`config.mk`:
```
export PLATFORM = sky130hd
export DESIGN_NAME = multicycle_control
export DESIGN_NICKNAME = d
export VERILOG_FILES = /design/src/rtl/multicycle_control_pkg.sv /design/src/rtl/multicycle_outdec.sv /design/src/rtl/multicycle_control.sv
export SDC_FILE = /design/constraint.sdc
export NUM_CORES = 1
export LEC_CHECK = 0
export BUFFER_PORTS_ARGS = -buffer_cell sky130_fd_sc_hd__buf_4
export CORE_AREA = 3 3 40 42
export CTS_BUF_LIST = sky130_fd_sc_hd__clkbuf_2
export DETAILED_ROUTE_END_ITERATION = 8
export DIE_AREA = 0 0 43 45
export PLACE_DENSITY = 0.72
export SLEW_MARGIN = 30
export SYNTH_ARGS = -nofsm -noshare
export SYNTH_HDL_FRONTEND = slang
export SYNTH_HIERARCHICAL = 1
export SYNTH_SLANG_ARGS = --single-unit
```
`constraint.sdc`:
```
create_clock -name clk -period 2.85 [get_ports clk]
set_clock_uncertainty 0.05 [all_clocks]
set_input_delay 0.7125 -clock clk [delete_from_list [all_inputs] [get_ports clk]]
set_output_delay 0.7125 -clock clk [all_outputs]
set_load 0.05 [all_outputs]
```
`src/rtl/multicycle_control_pkg.sv`:
```
// Shared encodings for the multicycle control FSM: states, opcodes, ALUop and mux selects.
package multicycle_control_pkg;

    localparam int unsigned STATE_W = 4;
    localparam int unsigned OP_W    = 6;
    localparam int unsigned ALUOP_W = 2;
    localparam int unsigned SEL_W   = 2;

    typedef enum logic [STATE_W-1:0] {
        S_FETCH   = 4'd0,
        S_DECODE  = 4'd1,
        S_MEMADR  = 4'd2,
        S_MEMRD   = 4'd3,
        S_MEMWB   = 4'd4,
        S_MEMWR   = 4'd5,
        S_EXECUTE = 4'd6,
        S_ALUWB   = 4'd7,
        S_BRANCH  = 4'd8,
        S_ADDIEX  = 4'd9,
        S_ADDIWB  = 4'd10,
        S_JUMP    = 4'd11
    } state_t;

    localparam logic [OP_W-1:0] OP_RTYPE = 6'b000000;
    localparam logic [OP_W-1:0] OP_LW    = 6'b100011;
    localparam logic [OP_W-1:0] OP_SW    = 6'b101011;
    localparam logic [OP_W-1:0] OP_BEQ   = 6'b000100;
    localparam logic [OP_W-1:0] OP_ADDI  = 6'b001000;
    localparam logic [OP_W-1:0] OP_J     = 6'b000010;

    // Shared with the downstream ALU-control decoder.
    localparam logic [ALUOP_W-1:0] ALUOP_ADD   = 2'b00;
    localparam logic [ALUOP_W-1:0] ALUOP_SUB   = 2'b01;
    localparam logic [ALUOP_W-1:0] ALUOP_FUNCT = 2'b10;

    localparam logic [SEL_W-1:0] SRCB_REG   = 2'b00;
    localparam logic [SEL_W-1:0] SRCB_FOUR  = 2'b01;
    localparam logic [SEL_W-1:0] SRCB_IMM   = 2'b10;
    localparam logic [SEL_W-1:0] SRCB_BROFF = 2'b11;

    localparam logic [SEL_W-1:0] PCSRC_ALU    = 2'b00;
    localparam logic [SEL_W-1:0] PCSRC_ALUOUT = 2'b01;
    localparam logic [SEL_W-1:0] PCSRC_JUMP   = 2'b10;

    typedef struct packed {
        logic [ALUOP_W-1:0] aluop;
        logic               alusrca;
        logic [SEL_W-1:0]   alusrcb;
        logic [SEL_W-1:0]   pcsrc;
        logic               iord;
        logic               regdst;
        logic               memtoreg;
        logic               branch;
        logic               pcwrite;
        logic               irwrite;
        logic               regwrite;
        logic               memwrite;
    } ctrl_t;

endpackage

```
`src/rtl/multicycle_outdec.sv`:
```
// Moore output decode: maps the registered state (and mem_ready for fetch) to the control word.
module multicycle_outdec
    import multicycle_control_pkg::*;
(
    input  state_t st,
    input  logic   mem_ready,
    output ctrl_t  ctrl_c
);

    always_comb begin
        ctrl_c         = '0;
        ctrl_c.aluop   = ALUOP_ADD;
        ctrl_c.alusrcb = SRCB_REG;
        ctrl_c.pcsrc   = PCSRC_ALU;
        case (st)
            S_FETCH: begin
                ctrl_c.alusrcb = SRCB_FOUR;
                ctrl_c.irwrite = mem_ready;
                ctrl_c.pcwrite = mem_ready;
            end
            S_DECODE: ctrl_c.alusrcb = SRCB_BROFF;
            S_MEMADR, S_ADDIEX: begin
                ctrl_c.alusrca = 1'b1;
                ctrl_c.alusrcb = SRCB_IMM;
            end
            S_MEMRD: ctrl_c.iord = 1'b1;
            S_MEMWB: begin
                ctrl_c.memtoreg = 1'b1;
                ctrl_c.regwrite = 1'b1;
            end
            S_MEMWR: begin
                ctrl_c.iord     = 1'b1;
                ctrl_c.memwrite = 1'b1;
            end
            S_EXECUTE: begin
                ctrl_c.alusrca = 1'b1;
                ctrl_c.aluop   = ALUOP_FUNCT;
            end
            S_ALUWB: begin
                ctrl_c.regdst   = 1'b1;
                ctrl_c.regwrite = 1'b1;
            end
            S_BRANCH: begin
                ctrl_c.alusrca = 1'b1;
                ctrl_c.aluop   = ALUOP_SUB;
                ctrl_c.pcsrc   = PCSRC_ALUOUT;
                ctrl_c.branch  = 1'b1;
            end
            S_ADDIWB: ctrl_c.regwrite = 1'b1;
            S_JUMP: begin
                ctrl_c.pcsrc   = PCSRC_JUMP;
                ctrl_c.pcwrite = 1'b1;
            end
            default: ;
        endcase
    end

endmodule

```
`src/rtl/multicycle_control.sv`:
```
// Multicycle MIPS-style control FSM: state register, next-state logic and datapath control outputs.
module multicycle_control
    import multicycle_control_pkg::*;
(
    input  logic                clk,
    input  logic                rst_n,
    input  logic [OP_W-1:0]     op,
    input  logic                mem_ready,
    output logic [ALUOP_W-1:0]  ALUop,
    output logic                ALUSrcA,
    output logic [SEL_W-1:0]    ALUSrcB,
    output logic [SEL_W-1:0]    PCSrc,
    output logic                IorD,
    output logic                RegDst,
    output logic                MemtoReg,
    output logic                Branch,
    output logic                PCWrite,
    output logic                IRWrite,
    output logic                RegWrite,
    output logic                MemWrite,
    output logic                illegal_op,
    output logic [STATE_W-1:0]  state
);

    state_t state_q;
    state_t state_d;
    ctrl_t  ctrl_c;
    logic   illegal_c;

    always_ff @(posedge clk) begin
        if (!rst_n) state_q <= S_FETCH;
        else        state_q <= state_d;
    end

    // op is only consulted in DECODE and MEMADR.
    always_comb begin
        state_d   = S_FETCH;
        illegal_c = 1'b0;
        case (state_q)
            S_FETCH:  state_d = mem_ready ? S_DECODE : S_FETCH;
            S_DECODE: begin
                case (op)
                    OP_LW, OP_SW: state_d = S_MEMADR;
                    OP_RTYPE:     state_d = S_EXECUTE;
                    OP_BEQ:       state_d = S_BRANCH;
                    OP_ADDI:      state_d = S_ADDIEX;
                    OP_J:         state_d = S_JUMP;
                    default:      illegal_c = 1'b1;
                endcase
            end
            S_MEMADR: begin
                if (op == OP_LW)      state_d = S_MEMRD;
                else if (op == OP_SW) state_d = S_MEMWR;
            end
            S_MEMRD:   state_d = mem_ready ? S_MEMWB : S_MEMRD;
            S_MEMWR:   state_d = mem_ready ? S_FETCH : S_MEMWR;
            S_EXECUTE: state_d = S_ALUWB;
            S_ADDIEX:  state_d = S_ADDIWB;
            default:   state_d = S_FETCH;
        endcase
    end

    multicycle_outdec u_outdec (
        .st        (state_q),
        .mem_ready (mem_ready),
        .ctrl_c    (ctrl_c)
    );

    assign ALUop      = ctrl_c.aluop;
    assign ALUSrcA    = ctrl_c.alusrca;
    assign ALUSrcB    = ctrl_c.alusrcb;
    assign PCSrc      = ctrl_c.pcsrc;
    assign IorD       = ctrl_c.iord;
    assign RegDst     = ctrl_c.regdst;
    assign MemtoReg   = ctrl_c.memtoreg;
    assign Branch     = ctrl_c.branch;
    // Write enables are held off for the whole reset assertion, not just after the edge.
    assign PCWrite    = ctrl_c.pcwrite  & rst_n;
    assign IRWrite    = ctrl_c.irwrite  & rst_n;
    assign RegWrite   = ctrl_c.regwrite & rst_n;
    assign MemWrite   = ctrl_c.memwrite & rst_n;
    assign illegal_op = illegal_c;
    assign state      = state_q;

endmodule

```
==> metrics <==
outcome=finished clean; first-iteration detailed-routing DRC count=14; CP max stage cell=or4_4; clock latency on the worst-skew pair=0.20 ns; final WL=1570 um; Die ar.=1940 um2; setup slack, reg-to-reg=1.38 ns; max reg flops=4; main area contributors after synthesis=dfxtp_1 15%, a21oi_1 7.5%, nand2b_1 7.1%, and2_1 5.9%, xor2_1 4.9%; largest net degree at the start of global routing=17; Cell variety after synth=31; cell taking the most area after synthesis=dfxtp_1; Boundary Pins=29; Final #Nets=116; GRT overflow=0; Min-Delay Path Class=register to register; Final Max Slew Viols=0; Clock Tree Root=clkbuf_2; Crit. End Element=primary output; Lkg Pwr=0.334 nW; Post-CTS Setup Inserts=0; Tmin final=2.58 ns; Cell Area, Placed=767 um2; Worst-Margin Slew=0.493 ns; Die X=43 um; antenna violations before repair=0; first-pass GRT wire length=2750 um; Setup crit end=illegal_op; design area=782 um2; Post-DP HPWL=1180 um; Core Footprint=1280 um2; crit start category=input pin; critical path buffer and inverter count=2; max_slew headroom=0.668; vias in the first global route=656; Crit path largest cell delay=0.53 ns; Avg WL per Cell=13.1 um; Num Clock Sinks=4; CP Depth=5; DRT antenna net count=0; register area share after synthesis=0.151; die height=45 um; synthesized net count=85; clock transition at the registers of the reported paths=0.04 ns; Synth Area per Inst=7.00 um2; filler cell count=129; Num CTS Buffers=3; Total GRT Usage=0.177; n_diodes=0; reg2reg path depth=4; top-area cell type share of the netlist area=0.151; Critical Path RT=2.09 ns; Max clock buf depth=2; P&R area growth vs syn=47.1%; RSZ-0062 raised after global routing=no; Mapped Cells=76; port bufs=28; Yosys warning total=6; CP Class=input pin to primary output; r2r endpoint=state[0]$_SDFF_PN0_; Worst Setup SP=op[0]; Yosys reg bits=4; Reg area=80.1 um2; CP arrival=1.82 ns; Final Hold Viols=0; num rows=13; # DRC=0; Vias/cell=5.60; Worst Path Max Fanout=5; CP top delay family=simple AND/OR/NAND/NOR gates; Cell Pwr Density=235 nW/um2; hold_ws=0.604 ns; worst vdd ir=0.198 mV; multi-input logic area=443 um2; worst r2r src=state[1]$_SDFF_PN0_; CTS tree=yes; CTS H-tree lvls=1; crit path cell chain=buf_4, or4_4, a21oi_1, nor4b_2, buf_4; Pre-Repair DR Iteration Count=4; # resized after CTS=0; Initial Util=0.414; final worst-path cycle share=0.905; CTS Hold Bufs=0; Final GP Congestion=0.871; CP most frequent cell=buf_4; Max Clk Rate=388 MHz; layout cells sized above 1=0.390; Total Power=0.000184 W; Post-Syn Area=532 um2; via count=672; Final setup viols=0; Max-Cap Viols=0
==> worst reg2reg max path: cells and delay by family (launching register included) <==
family,cells,cell delay [ns]
flops,1,0.62
simple gates,1,0.24
compound gates,3,0.44
==> per-stage QoR <==
| step | TNS, ns | setup slack, ns | util | std cells |
|---|---|---|---|---|
| 5_1_grt | 0 | 0.179 | 0.609 | 120 |
| 3_5_place_dp | 0 | 0.270 | 0.597 | 117 |
| 2_1_floorplan | -0.127 | -0.0637 | - | 76 |
| 4_1_cts | 0 | 0.269 | 0.609 | 120 |
| 6_report | 0 | 0.271 | 0.609 | 120 |
| 3_3_place_gp | 0 | 0.278 | 0.597 | 117 |
==> where the power goes <==
part	switching, W	internal [W]
combinational	0.0000429	0.0000287
clock	0.0000229	0.0000283
sequential	0.00000369	0.0000573
==> synthesized netlist by cell type, drive strengths merged <==
| library cell | instances |
|---|---|
| o22ai | 1 |
| a21oi | 8 |
| nor4b | 1 |
| buf | 4 |
| xor2 | 3 |
| or2 | 2 |
| a31oi | 4 |
| dfxtp | 4 |
| and2 | 5 |
| nor2 | 6 |
| or4b | 1 |
| nand2b | 7 |
| nor3 | 4 |
| or2b | 1 |
| nor4 | 3 |
| o211a | 1 |
| xnor2 | 1 |
| o41ai | 1 |
| nand2 | 2 |
| nor3b | 1 |
| or3 | 1 |
| nor2b | 1 |
| o31ai | 1 |
| o21ai | 5 |
| or4 | 2 |
| nand3 | 4 |
| or3b | 2 |
==> final cells by class <==
class                   count  area share
repair buffers             30       0.288
well taps                  15      0.0240
clock buffers               3      0.0192
flip-flops and latches      4       0.102
multi-input cells          68       0.566
==> per-layer routing <==
layer	track usage	share of wire	wire [um]	vias up
met5	0	0	0	-
met4	0.0120	0	0	0
met3	0.0598	0.097	152	0
met2	0.332	0.46	726	26
li1	-	-	-	343
met1	0.204	0.44	695	303
==> kinds of logic (layout without fill, tap and decap cells) <==
logic type                Yosys count  count (layout)  synth area share
buffers and inverters               4              33            0.0471
DFF                                 4               4             0.151
xor gates and xnor gates            4               4            0.0659
and+or+nand+nor                    43              43             0.497
AOI/OAI and AO/OA                  21              21             0.240
==> worst min path at each step <==
stage	from	end	slack, ns	cells after the start
6_report	state[0]$_SDFF_PN0_	state[2]$_SDFF_PN0_	0.60	2
5_1_grt	state[0]$_SDFF_PN0_	state[2]$_SDFF_PN0_	0.66	2
4_1_cts	state[0]$_SDFF_PN0_	state[2]$_SDFF_PN0_	0.61	2
3_5_place_dp	state[0]$_SDFF_PN0_	state[2]$_SDFF_PN0_	0.60	2
3_3_place_gp	state[0]$_SDFF_PN0_	state[2]$_SDFF_PN0_	0.59	2
2_1_floorplan	state[0]$_SDFF_PN0_	state[2]$_SDFF_PN0_	0.72	2
==> placed cells by master (no fill, tap or decap), drive strengths merged, types with 2 or more instances in the layout <==
cell type | synthesis | routed
a21oi | 8 | 8
a31oi | 4 | 4
and2 | 5 | 5
buf | 4 | 30
clkbuf | 0 | 3
dfxtp | 4 | 4
nand2 | 2 | 2
nand2b | 7 | 7
nand3 | 4 | 4
nor2 | 6 | 6
nor3 | 4 | 4
nor4 | 3 | 3
o21ai | 5 | 5
or2 | 2 | 2
or3b | 2 | 2
or4 | 2 | 2
xor2 | 3 | 3
(Power assumes the default switching activity.)
